**src/rtl/hpdmc_initseq_pkg.sv**
```systemverilog
// Shared constants, types and the bypass command encoder for the HPDMC power-up sequencer.
package hpdmc_initseq_pkg;

  localparam logic [31:0] HPDMC_ADR_SYSCTL = 32'h0000_0000;
  localparam logic [31:0] HPDMC_ADR_BYPASS = 32'h0000_0004;

  localparam logic [31:0] SYSCTL_BYPASS = 32'h0000_0001;
  localparam logic [31:0] SYSCTL_RESET  = 32'h0000_0002;
  localparam logic [31:0] SYSCTL_CKE    = 32'h0000_0004;

  // Low nibble of a bypass word: command strobes driven straight onto the SDRAM pins.
  localparam logic [3:0] CMD_PRE_ALL = 4'hB;
  localparam logic [3:0] CMD_AR      = 4'hD;
  localparam logic [3:0] CMD_LMR     = 4'hF;
  localparam logic [3:0] CMD_LEMR    = 4'hF;

  localparam logic [1:0]  BA_MR       = 2'b00;
  localparam logic [1:0]  BA_EMR      = 2'b01;
  localparam logic [12:0] ADDR_A10    = 13'h0400;
  localparam logic [12:0] MR_DLL_RST  = 13'h0123;
  localparam logic [12:0] MR_NORMAL   = 13'h0023;
  localparam logic [12:0] EMR_VAL     = 13'h0000;

  localparam int unsigned NUM_STEPS = 9;

  typedef struct packed {
    logic [31:0] adr;
    logic [31:0] dat;
    logic [7:0]  wait_cyc;
  } step_t;

  typedef enum logic [3:0] {
    StPwrup,
    StIssue,
    StAckWait,
    StGap,
    StFinish,
    StDone,
    StError
`ifdef HPDMC_INITSEQ_READBACK_EN
    ,
    StRead,
    StRdCheck
`endif
  } state_e;

  function automatic logic [31:0] bypass_word(input logic [1:0] ba, input logic [12:0] a,
                                              input logic [3:0] cmd);
    return {13'd0, ba, a, cmd};
  endfunction

  function automatic step_t make_step(input logic [31:0] adr, input logic [31:0] dat,
                                      input logic [7:0] wait_cyc);
    step_t s;
    s.adr      = adr;
    s.dat      = dat;
    s.wait_cyc = wait_cyc;
    return s;
  endfunction

endpackage

```
**src/rtl/hpdmc_initseq_rom.sv**
```systemverilog
// Step index to {address, data, post-wait} lookup for the DDR init sequence.
module hpdmc_initseq_rom
  import hpdmc_initseq_pkg::*;
(
  input  logic [3:0] step_idx_i,
  output step_t      step_o
);

  always_comb begin
    step_o = '0;
    case (step_idx_i)
      4'd0: step_o = make_step(HPDMC_ADR_SYSCTL,
                               SYSCTL_BYPASS | SYSCTL_RESET | SYSCTL_CKE, 8'd0);
      4'd1: step_o = make_step(HPDMC_ADR_BYPASS, bypass_word(BA_MR, ADDR_A10, CMD_PRE_ALL), 8'd2);
      4'd2: step_o = make_step(HPDMC_ADR_BYPASS, bypass_word(BA_EMR, EMR_VAL, CMD_LEMR), 8'd2);
      4'd3: step_o = make_step(HPDMC_ADR_BYPASS, bypass_word(BA_MR, MR_DLL_RST, CMD_LMR), 8'd200);
      4'd4: step_o = make_step(HPDMC_ADR_BYPASS, bypass_word(BA_MR, ADDR_A10, CMD_PRE_ALL), 8'd2);
      4'd5: step_o = make_step(HPDMC_ADR_BYPASS, bypass_word(BA_MR, 13'd0, CMD_AR), 8'd8);
      4'd6: step_o = make_step(HPDMC_ADR_BYPASS, bypass_word(BA_MR, 13'd0, CMD_AR), 8'd8);
      4'd7: step_o = make_step(HPDMC_ADR_BYPASS, bypass_word(BA_MR, MR_NORMAL, CMD_LMR), 8'd200);
      4'd8: step_o = make_step(HPDMC_ADR_SYSCTL, SYSCTL_CKE, 8'd0);
      default: step_o = '0;
    endcase
  end

endmodule

```
**src/rtl/hpdmc_initseq.sv**
```systemverilog
// Power-up sequencer mastering the HPDMC wbc port through the JEDEC DDR init sequence.
// Define HPDMC_INITSEQ_READBACK_EN to verify SYSCTL by a final read before signalling done.
module hpdmc_initseq
  import hpdmc_initseq_pkg::*;
#(
  parameter int unsigned PWRUP_CYCLES = 20000,
  parameter int unsigned ACK_TIMEOUT  = 64
) (
  input  logic        sys_clk,
  input  logic        sys_rst,
  output logic [31:0] wbc_adr_o,
  output logic [31:0] wbc_dat_o,
  input  logic [31:0] wbc_dat_i,
  output logic        wbc_cyc_o,
  output logic        wbc_stb_o,
  output logic        wbc_we_o,
  input  logic        wbc_ack_i,
  output logic        busy,
  output logic        done,
  output logic        error
);

  localparam int unsigned AckW = $clog2(ACK_TIMEOUT) + 1;
  localparam logic [23:0]     PwrupLast = 24'(PWRUP_CYCLES - 1);
  localparam logic [AckW-1:0] AckLast   = AckW'(ACK_TIMEOUT - 1);

  state_e          state_q, state_d;
  logic [3:0]      step_q, step_d;
  logic [23:0]     pwr_cnt_q, pwr_cnt_d;
  logic [7:0]      gap_cnt_q, gap_cnt_d;
  logic [AckW-1:0] ack_cnt_q, ack_cnt_d;
  logic [31:0]     adr_q, adr_d, dat_q, dat_d;
  logic            we_q, we_d, cyc_q, cyc_d;
  logic            busy_q, done_q, error_q;
  logic            step_end, last_step;
  step_t           rom_step;

`ifdef HPDMC_INITSEQ_READBACK_EN
  logic [2:0] rd_q, rd_d;
  logic       unused_dat;
  assign unused_dat = ^wbc_dat_i[31:3];
`else
  logic unused_dat;
  assign unused_dat = ^wbc_dat_i;
`endif

  hpdmc_initseq_rom u_rom (
    .step_idx_i (step_q),
    .step_o     (rom_step)
  );

  assign last_step = (step_q == 4'(NUM_STEPS - 1));

  always_comb begin
    state_d   = state_q;
    step_d    = step_q;
    pwr_cnt_d = pwr_cnt_q;
    gap_cnt_d = gap_cnt_q;
    ack_cnt_d = ack_cnt_q;
    adr_d     = adr_q;
    dat_d     = dat_q;
    we_d      = we_q;
    cyc_d     = cyc_q;
    step_end  = 1'b0;
`ifdef HPDMC_INITSEQ_READBACK_EN
    rd_d      = rd_q;
`endif
    case (state_q)
      StPwrup: begin
        if (pwr_cnt_q == PwrupLast) state_d = StIssue;
        else pwr_cnt_d = pwr_cnt_q + 24'd1;
      end
      StIssue: begin
        adr_d     = rom_step.adr;
        dat_d     = rom_step.dat;
        we_d      = 1'b1;
        cyc_d     = 1'b1;
        ack_cnt_d = '0;
        state_d   = StAckWait;
      end
      StAckWait: begin
        if (wbc_ack_i) begin
          cyc_d     = 1'b0;
          we_d      = 1'b0;
          gap_cnt_d = '0;
          if (rom_step.wait_cyc == 8'd0) step_end = 1'b1;
          else state_d = StGap;
        end else if (ack_cnt_q == AckLast) begin
          cyc_d   = 1'b0;
          we_d    = 1'b0;
          state_d = StError;
        end else begin
          ack_cnt_d = ack_cnt_q + AckW'(1);
        end
      end
      StGap: begin
        if (gap_cnt_q == rom_step.wait_cyc - 8'd1) step_end = 1'b1;
        else gap_cnt_d = gap_cnt_q + 8'd1;
      end
      StFinish: begin
`ifdef HPDMC_INITSEQ_READBACK_EN
        adr_d     = HPDMC_ADR_SYSCTL;
        dat_d     = '0;
        we_d      = 1'b0;
        cyc_d     = 1'b1;
        ack_cnt_d = '0;
        state_d   = StRead;
`else
        state_d   = StDone;
`endif
      end
`ifdef HPDMC_INITSEQ_READBACK_EN
      StRead: begin
        if (wbc_ack_i) begin
          cyc_d   = 1'b0;
          rd_d    = wbc_dat_i[2:0];
          state_d = StRdCheck;
        end else if (ack_cnt_q == AckLast) begin
          cyc_d   = 1'b0;
          state_d = StError;
        end else begin
          ack_cnt_d = ack_cnt_q + AckW'(1);
        end
      end
      // Only CKE may remain set once bypass and reset have been released.
      StRdCheck: state_d = (rd_q == 3'b100) ? StDone : StError;
`endif
      StDone, StError: ;
      default: state_d = StError;
    endcase

    if (step_end) begin
      if (last_step) begin
        state_d = StFinish;
      end else begin
        state_d = StIssue;
        step_d  = step_q + 4'd1;
      end
    end
  end

  always_ff @(posedge sys_clk) begin
    if (sys_rst) begin
      state_q   <= StPwrup;
      step_q    <= '0;
      pwr_cnt_q <= '0;
      gap_cnt_q <= '0;
      ack_cnt_q <= '0;
      adr_q     <= '0;
      dat_q     <= '0;
      we_q      <= 1'b0;
      cyc_q     <= 1'b0;
      busy_q    <= 1'b0;
      done_q    <= 1'b0;
      error_q   <= 1'b0;
`ifdef HPDMC_INITSEQ_READBACK_EN
      rd_q      <= '0;
`endif
    end else begin
      state_q   <= state_d;
      step_q    <= step_d;
      pwr_cnt_q <= pwr_cnt_d;
      gap_cnt_q <= gap_cnt_d;
      ack_cnt_q <= ack_cnt_d;
      adr_q     <= adr_d;
      dat_q     <= dat_d;
      we_q      <= we_d;
      cyc_q     <= cyc_d;
      busy_q    <= !(state_d inside {StDone, StError});
      done_q    <= (state_d == StDone);
      error_q   <= (state_d == StError);
`ifdef HPDMC_INITSEQ_READBACK_EN
      rd_q      <= rd_d;
`endif
    end
  end

  assign wbc_adr_o = adr_q;
  assign wbc_dat_o = dat_q;
  assign wbc_cyc_o = cyc_q;
  assign wbc_stb_o = cyc_q;
  assign wbc_we_o  = we_q;
  assign busy      = busy_q;
  assign done      = done_q;
  assign error     = error_q;

endmodule

```
**config.mk**
```make
export PLATFORM = sky130hd
export DESIGN_NAME = hpdmc_initseq
export DESIGN_NICKNAME = d
export VERILOG_FILES = /design/src/rtl/hpdmc_initseq_pkg.sv /design/src/rtl/hpdmc_initseq_rom.sv /design/src/rtl/hpdmc_initseq.sv
export SDC_FILE = /design/constraint.sdc
export NUM_CORES = 1
export LEC_CHECK = 0
export BUFFER_PORTS_ARGS = -buffer_cell sky130_fd_sc_hd__buf_2
export CORE_UTILIZATION = 56
export DETAILED_ROUTE_END_ITERATION = 8
export GPL_ROUTABILITY_DRIVEN = 0
export PLACE_DENSITY_LB_ADDON = 0.15
export SLEW_MARGIN = 20
export SYNTH_ARGS = -nofsm -noshare
export SYNTH_HDL_FRONTEND = slang
export SYNTH_SLANG_ARGS = --single-unit
```
**constraint.sdc**
```tcl
create_clock -name sys_clk -period 5 [get_ports sys_clk]
set_input_delay 0.25 -clock sys_clk [delete_from_list [all_inputs] [get_ports sys_clk]]
set_output_delay 0.25 -clock sys_clk [all_outputs]
set_load 0.01 [all_outputs]
```
==> results of run 1 <==
## metal layers
layer | track usage, % | part of all wire [%] | up-vias
met2 | 28.9 | 43 | 76
met4 | 10.2 | 1.9 | 0
met5 | 0 | 0 | -
li1 | - | - | 1338
met1 | 25.3 | 50 | 1190
met3 | 5.05 | 5.1 | 12
## power by group through the flow
stage,registers (mW),logic (mW),clock network [mW]
3_3_place_gp,0.580,0.0671,0
6_report,0.568,0.0685,0.455
5_1_grt,0.569,0.0793,0.488
4_1_cts,0.567,0.0684,0.466
2_1_floorplan,0.578,0.0887,0
3_5_place_dp,0.580,0.0679,0
## cell usage after synthesis, types with 3 or more instances
| master | n |
|---|---|
| and3_1 | 7 |
| nand2_1 | 36 |
| nand4_1 | 13 |
| nor2_1 | 56 |
| nand3b_1 | 3 |
| ha_1 | 8 |
| o21ai_0 | 9 |
| nand2b_1 | 3 |
| nand3_1 | 15 |
| a21oi_1 | 18 |
| xor2_1 | 24 |
| inv_1 | 17 |
| and4_1 | 3 |
| buf_1 | 3 |
| nor3b_1 | 3 |
| mux2i_1 | 6 |
| nor3_1 | 7 |
| xnor2_1 | 13 |
| nor2b_1 | 7 |
| nor4_1 | 4 |
| clkbuf_1 | 4 |
| buf_4 | 58 |
| dfxtp_1 | 69 |
| or4_1 | 3 |
## logic make-up after synthesis
family / count (synthesis)
AOI/OAI and AO/OA: 44
DFF: 69
xor gates and xnor gates: 37
muxes: 9
other: 1
buffers and inverters: 85
adders and majority gates: 8
and+or+nand+nor: 170
## worst max-delay path: stages (launching register included)
cell     delay (ns)
dfxtp_1        0.42
inv_1          0.09
ha_1           0.23
o41a_1         0.43
nor4_4         0.44
a31oi_4        0.22
mux2i_1        0.16
nor2_1         0.26
inv_1          0.08
ha_1           0.30
mux2i_1        0.14
nor2_1         0.06
## flip-flops by register name, indices dropped and copies added (netlist names)
signal and flops:
state_q 4, done 1, ack_cnt_q 7, wbc_cyc_o 1, pwr_cnt_q 24, busy 1, gap_cnt_q 8, step_q 4
error 1, u_rom.step_o 10, wbc_dat_o 8
## worst max-delay path by stage
stage	from	endpoint	slack [ns]	cells past startpoint
floorplan	u_rom.step_o[1]$_SDFF_PP0_	u_rom.step_o[1]$_SDFF_PP0_	2.42	11
global placement	u_rom.step_o[1]$_SDFF_PP0_	u_rom.step_o[1]$_SDFF_PP0_	2.10	11
detailed placement	u_rom.step_o[1]$_SDFF_PP0_	u_rom.step_o[1]$_SDFF_PP0_	2.12	11
CTS	u_rom.step_o[1]$_SDFF_PP0_	u_rom.step_o[1]$_SDFF_PP0_	2.05	11
global route	u_rom.step_o[1]$_SDFF_PP0_	u_rom.step_o[1]$_SDFF_PP0_	1.84	11
finish	u_rom.step_o[1]$_SDFF_PP0_	u_rom.step_o[1]$_SDFF_PP0_	2.05	11
## area by class of cell
type | count | area, um^2
fillers | 535 | 2340
clock buffers | 10 | 138
inverters | 18 | 67.6
clock inverters | 6 | 61.3
multi-input cells | 322 | 1880
well taps | 75 | 93.8
repair buffers | 19 | 95.1
flip-flops and latches | 69 | 1380
==> reports/metrics.cfg, run 1 <==
[global_routing]
grt_pass1_vias=2172
antenna_found_initial=0
grt_max_degree=51
grt-ovfl-total=0
track_usage_pct=19.3
grt_pass1_wl_um=9810

[worst_setup_path]
cp_max_fo=10
rr_endpoint=u_rom.step_o[1]$_SDFF_PP0_
ff2ff_setup_slack_ns=2.05
critPathKind=reg2reg
startpoint_type=flop
r2r-start=u_rom.step_o[1]$_SDFF_PP0_
worstRegToRegCells=11
arrival_ns=3.19
required_ns=5.24
crit_path_end_kind=flop

[layout]
layout.nets=482
final_core_util_pct=61.4
final_common_cell=dfxtp_1
areaGrowthSynthToFinish_pct=3.19
final_cell_area_um2=3720
instances_no_fill=519
drive_above_1_share_pct=10.1
mostFrequentLayoutCells=dfxtp_1, nor2_1, conb_1, nand2_1, xor2_1
n_antenna_cell=0

[die]
die_x_um=82.2
die_area_um2=6760
std_cell_rows=28
die-height_um=82.2
start_util_pct=59.5
core_area_um2=6060
ioPinCount=105

[job]
maxCapViolCount=0

[timing]
worstMarginPinSlew_ns=0.878
fin_worst_skew_ns=0.0104
hold_viol=0
rsz0062_at_grt=no
post-route-period-util_pct=59.0
setup_viol=0
drv_slew=0
relSlewSlack_pct=41.4
min_period_ns=2.95
fmax_mhz=339
fin_ws_ns=2.05
finalSetupTns_ns=0
hold-worst-slack_ns=0.398

[logic_synthesis]
synthFlopType=dfxtp_1
synth.top_cell.area_share_pct=38.3
yosys.area_share.simple_pct=23.8
synthCells=423
synth-xor-area-share_pct=8.99
synth.area.mux_share_pct=3.09
ys_ff_latch=69
postSynthAreaPerCell_um2=8.52
synth_seq_area_share_pct=38.3
synth_warnings=0
synth_top_family_by_area=simple AND/OR/NAND/NOR gates
synth_fa_ha_area_share_pct=2.78
syn_area_um2=3600
synth_top_cell_by_area=dfxtp_1
synth.area.top_cells=dfxtp_1, buf_4, nor2_1, xor2_1, nand2_1
synth-edff-count=0
async_flop_share_pct=0
synth_compound_area_share_pct=7.91
yosysUniqueCellTypes=53

[clocking]
ctsLongestPathBuffers=2
cts_tree=built
postCtsHoldBufs=0
cts-htree-levels=3
ctsRootBufferMaster=clkbuf_8
cts_inserted_buffers=9
postCtsSetupRepairBufs=0
post_cts_resized=0
clk_pin_slew_ns=0.08
clk_latency_ns=0.34
cts_num_sinks=69

[routing]
via_count=2616
route.detailed.drc=0
wirelength_um=6090
first_pass_iters=4
drt_iter0_drc=102
antenna_left=0
wire_per_inst_um=11.7
viasPerCell=5.04

[placed_design]
preCtsSetupSlack_ns=2.12
io_buffers=19
place_inst=503
placed_area_um2=3520
hpwl_um=4230

[power]
power_switching_uw=272
leakagePower_nw=1.54
ir_drop_uv=230
total_power_mw=1.09
internal_power_uw=820
p_comb_share_pct=6.3
sequentialPowerShare_pct=52.0
p_sw_share_pct=24.9
power_density_nw_per_um2=293
clkPwrFrac_pct=41.7

[worst_hold_path]
hold_path_class=in2reg
min_path_cells=4
min_to=wbc_cyc_o$_SDFFE_PP0P_
hp-start=wbc_ack_i

[status]
outcome=complete, no violations

No activity file was read; power rests on OpenSTA's default activity.
==> run 2, diff against run 1 <==
--- a/config.mk
+++ b/config.mk
@@ -5,8 +5,9 @@
 export SDC_FILE = /design/constraint.sdc
 export NUM_CORES = 1
 export LEC_CHECK = 0
+export ABC_AREA = 1
 export BUFFER_PORTS_ARGS = -buffer_cell sky130_fd_sc_hd__buf_2
-export CORE_UTILIZATION = 56
+export CORE_UTILIZATION = 48
 export DETAILED_ROUTE_END_ITERATION = 8
 export GPL_ROUTABILITY_DRIVEN = 0
 export PLACE_DENSITY_LB_ADDON = 0.15
==> constraint.sdc (replaced) <==
create_clock -name sys_clk -period 2.5 [get_ports sys_clk]
set_input_delay 0.125 -clock sys_clk [delete_from_list [all_inputs] [get_ports sys_clk]]
set_output_delay 0.125 -clock sys_clk [all_outputs]
set_load 0.01 [all_outputs]
==> run 2 against run 1 <==
  * Critical endpoint unchanged
  * Clock power increased by 99%
  * Synthesized cell count increased by 32%
  * Highest routed layer unchanged
  * Clock-buffer cell count decreased by 1
  * Setup slack got worse by 1.9 ns
==> reports/metrics.cfg, run 2 <==
[status]
outcome=complete, no violations  ; unchanged

[clocking]
ctsRootBufferMaster=clkbuf_8  ; unchanged
ctsLongestPathBuffers=2  ; unchanged
cts-htree-levels=3  ; unchanged
cts_inserted_buffers=9  ; unchanged
clk_latency_ns=0.36  ; was 0.34 ns
cts_num_sinks=69  ; unchanged
clk_pin_slew_ns=0.09  ; was 0.08 ns
cts_tree=built  ; unchanged

[die]
die-height_um=93.3  ; was 82.2 um
core_area_um2=7890  ; was 6060 um^2
ioPinCount=105  ; unchanged
start_util_pct=50.7  ; was 59.5%
die_x_um=93.3  ; was 82.2 um
std_cell_rows=32  ; was 28
die_area_um2=8700  ; was 6760 um^2

[worst_setup_path]
crit_top_cell=nand2_1
required_ns=2.76  ; was 5.24 ns
ff2ff_setup_slack_ns=0.20  ; was 2.05 ns
crit_path_end_kind=flop  ; unchanged
critPathBufInv=3  ; was 2
arrival_ns=2.57  ; was 3.19 ns
critPathTopFamily=simple AND/OR/NAND/NOR gates  ; unchanged
r2r-start=u_rom.step_o[1]$_SDFF_PP0_  ; unchanged
startpoint_type=flop  ; unchanged
path_cells=inv_1, ha_1, nand2_1, nand2_1, nor2_1, nand2_1, nor2_2, nand3_2, nand2_4, nand2_4, nand2_1, nand3_2, ha_1, inv_1, nand2_1, inv_1, nor2_1  ; was inv_1, ha_1, o41a_1, nor4_4, a31oi_4, mux2i_1, nor2_1, inv_1, ha_1, mux2i_1, nor2_1
critPathKind=reg2reg  ; unchanged
rr_endpoint=u_rom.step_o[1]$_SDFF_PP0_  ; unchanged
crit_path_top_delay_cell=dfxtp_1  ; was nor4_4
worstRegToRegCells=17  ; was 11
slowest_delay_ns=0.37  ; was 0.44 ns
cp_max_fo=7  ; was 10

[power]
p_sw_share_pct=30.8  ; was 24.9%
power_switching_uw=704  ; was 272 uW
leakagePower_nw=1.80  ; was 1.54 nW
internal_power_mw=1.58  ; was 820 uW
p_comb_share_pct=10.4  ; was 6.3%
ir_drop_uv=405  ; was 230 uV
power_density_nw_per_um2=545  ; was 293 nW/um^2
sequentialPowerShare_pct=50.1  ; was 52.0%
clkPwrFrac_pct=39.5  ; was 41.7%
total_power_mw=2.29  ; was 1.09 mW

[routing]
viasPerCell=4.87  ; was 5.04
first_pass_iters=5  ; was 4
wirelength_um=7980  ; was 6090 um
via_count=3363  ; was 2616
route.detailed.drc=0  ; unchanged
antenna_left=0  ; unchanged
drt_iter0_drc=193  ; was 102
wire_per_inst_um=11.6  ; was 11.7 um

[logic_synthesis]
synth_warnings=0  ; unchanged
ys_top_cells_by_count=nand2_1, dfxtp_1, buf_4  ; was dfxtp_1, buf_4, nor2_1
ys_ff_latch=69  ; unchanged
synth_top_cell_by_area=dfxtp_1  ; unchanged
yosysMostFrequentCell=nand2_1  ; was dfxtp_1
yosysUniqueCellTypes=36  ; was 53
synthCells=560  ; was 423
synth.area.top_cells=dfxtp_1, nand2_1, buf_4, inv_1, a21oi_1  ; was dfxtp_1, buf_4, nor2_1, xor2_1, nand2_1
synth-edff-count=0  ; unchanged
synthFlopType=dfxtp_1  ; unchanged
syn_area_um2=4000  ; was 3600 um^2
synth_seq_area_share_pct=34.5  ; was 38.3%
synth.top_cell.area_share_pct=34.5  ; was 38.3%
postSynthAreaPerCell_um2=7.14  ; was 8.52 um^2
async_flop_share_pct=0  ; unchanged

[timing]
hold_viol=0  ; unchanged
fin_worst_skew_ns=0.00945  ; was 0.0104 ns
relSlewSlack_pct=50.2  ; was 41.4%
drv_slew=0  ; unchanged
min_period_ns=2.30  ; was 2.95 ns
setup_viol=0  ; unchanged
rsz0062_at_grt=no  ; unchanged
post-route-period-util_pct=92.0  ; was 59.0%
worstMarginPinSlew_ns=0.746  ; was 0.878 ns
finalSetupTns_ns=0  ; unchanged
fmax_mhz=435  ; was 339 MHz

[layout]
n_fill_cell=755  ; was 535
drive_above_1_share_pct=12.6  ; was 10.1%
largest_reg_flops=24  ; unchanged
mostFrequentLayoutCells=nand2_1, dfxtp_1, inv_1, conb_1, nor2_1  ; was dfxtp_1, nor2_1, conb_1, nand2_1, xor2_1
final_core_util_pct=53.2  ; was 61.4%
areaGrowthSynthToFinish_pct=4.97  ; was 3.19%
regMostFlops=pwr_cnt_q  ; unchanged
final_common_cell=nand2_1  ; was dfxtp_1
n_antenna_cell=0  ; unchanged
layout.nets=626  ; was 482

[job]
maxCapViolCount=0  ; unchanged

[worst_hold_path]
min_path_cells=4  ; unchanged
min_to=ack_cnt_q[6]$_SDFFE_PP0P_  ; was wbc_cyc_o$_SDFFE_PP0P_
hp-start=wbc_ack_i  ; unchanged
hold_path_class=in2reg  ; unchanged

[global_routing]
grt.met1_usage_pct=27.1  ; was 25.3%
grt_pass1_wl_um=13500  ; was 9810 um
track_usage_pct=19.6  ; was 19.3%
grt_max_degree=28  ; was 51
antenna_found_initial=0  ; unchanged
use_met3_pct=4.88  ; was 5.05%
busiest_layer=met2  ; unchanged
grt_use_met2_pct=30.0  ; was 28.9%
grt_pass1_vias=2896  ; was 2172
grt-ovfl-total=0  ; unchanged

[placed_design]
io_buffers=19  ; unchanged
hpwl_um=5970  ; was 4230 um

## run 2: changes by cell type in the layout (fill, tap and decap cells not counted), sizes merged, moves of 8 or more
cell / before / now
xor2: 24 / 14
a21oi: 18 / 38
mux2i: 8 / 0
o21ai: 10 / 19
inv: 19 / 70
nand3: 15 / 43
nor3: 7 / 18
nand2: 36 / 129
## run 2: per-layer routing
layer | share of wire (%) | vias up | wire [um]
li1 | - | 1744 | -
met1 | 49 | 1535 | 3910
met2 | 46 | 76 | 3650
met3 | 4.2 | 8 | 334
met4 | 1.0 | 0 | 80
met5 | 0 | - | 0
## run 2: cells by family (layout without fill, tap and decap cells)
| group | count (synthesis) | in the layout | synth area share, % |
|---|---|---|---|
| other | 1 | 54 | 0.0937 |
| XOR/XNOR | 20 | 20 | 4.38 |
| AO/OA/AOI/OAI | 64 | 64 | 8.51 |
| adder cells (fa/ha/maj) | 8 | 8 | 2.50 |
| flip-flops | 69 | 69 | 34.5 |
| AND/OR/NAND/NOR | 267 | 267 | 32.0 |
| buffers and inverters | 131 | 106 | 18.0 |
## run 2: layout make-up
class	instances	area [um^2]	share of cell area, %
tap	102	128	3.04
clock inverter	7	73.8	1.76
clock buffer	9	124	2.95
multi-input combinational	413	2100	50.1
timing repair buffer	26	148	3.52
inverter	64	240	5.72
sequential	69	1380	32.9
## run 2: metrics by stage
| stage | hold slack (ns) | setup slack, ns | cell area, um^2 | instances |
|---|---|---|---|---|
| global route | 0.134 | 0.0190 | 4200 | 690 |
| finish | 0.115 | 0.199 | 4200 | 690 |
| global placement | 0.427 | 0.180 | 3970 | 671 |
| detailed placement | 0.441 | 0.186 | 3970 | 671 |
| CTS | 0.0971 | 0.160 | 4170 | 687 |
| floorplan | 0.339 | 0.453 | 4200 | 613 |
## run 2: worst max-delay path by stage
stage / start / endpoint / cells past startpoint
after floorplan: u_rom.step_o[1]$_SDFF_PP0_ / u_rom.step_o[1]$_SDFF_PP0_ / 17
after global placement: u_rom.step_o[1]$_SDFF_PP0_ / u_rom.step_o[1]$_SDFF_PP0_ / 17
after detailed placement: u_rom.step_o[1]$_SDFF_PP0_ / u_rom.step_o[1]$_SDFF_PP0_ / 17
after CTS: u_rom.step_o[1]$_SDFF_PP0_ / u_rom.step_o[1]$_SDFF_PP0_ / 17
after global routing: u_rom.step_o[1]$_SDFF_PP0_ / u_rom.step_o[1]$_SDFF_PP0_ / 17
final: u_rom.step_o[1]$_SDFF_PP0_ / u_rom.step_o[1]$_SDFF_PP0_ / 17
## run 2: what timing repair did
action | 4_1_cts | 5_1_grt
hold buffers | 0 | 0
setup buffers | 0 | 3
endpoints found under the setup margin | 0 | 2
resized for setup | 0 | 2
## run 2: tightest hold or removal path: stages
cell,delay [ns]
buf_2,0.10
inv_1,0.06
nand3_1,0.08
a21oi_1,0.06
## run 2: power groups by stage
stage	registers, mW	logic [mW]	clock network, mW
after global placement	1.17	0.229	0
final	1.15	0.237	0.905
after global routing	1.15	0.271	0.978
after floorplan	1.17	0.247	0
after CTS	1.15	0.232	0.932
after detailed placement	1.17	0.231	0
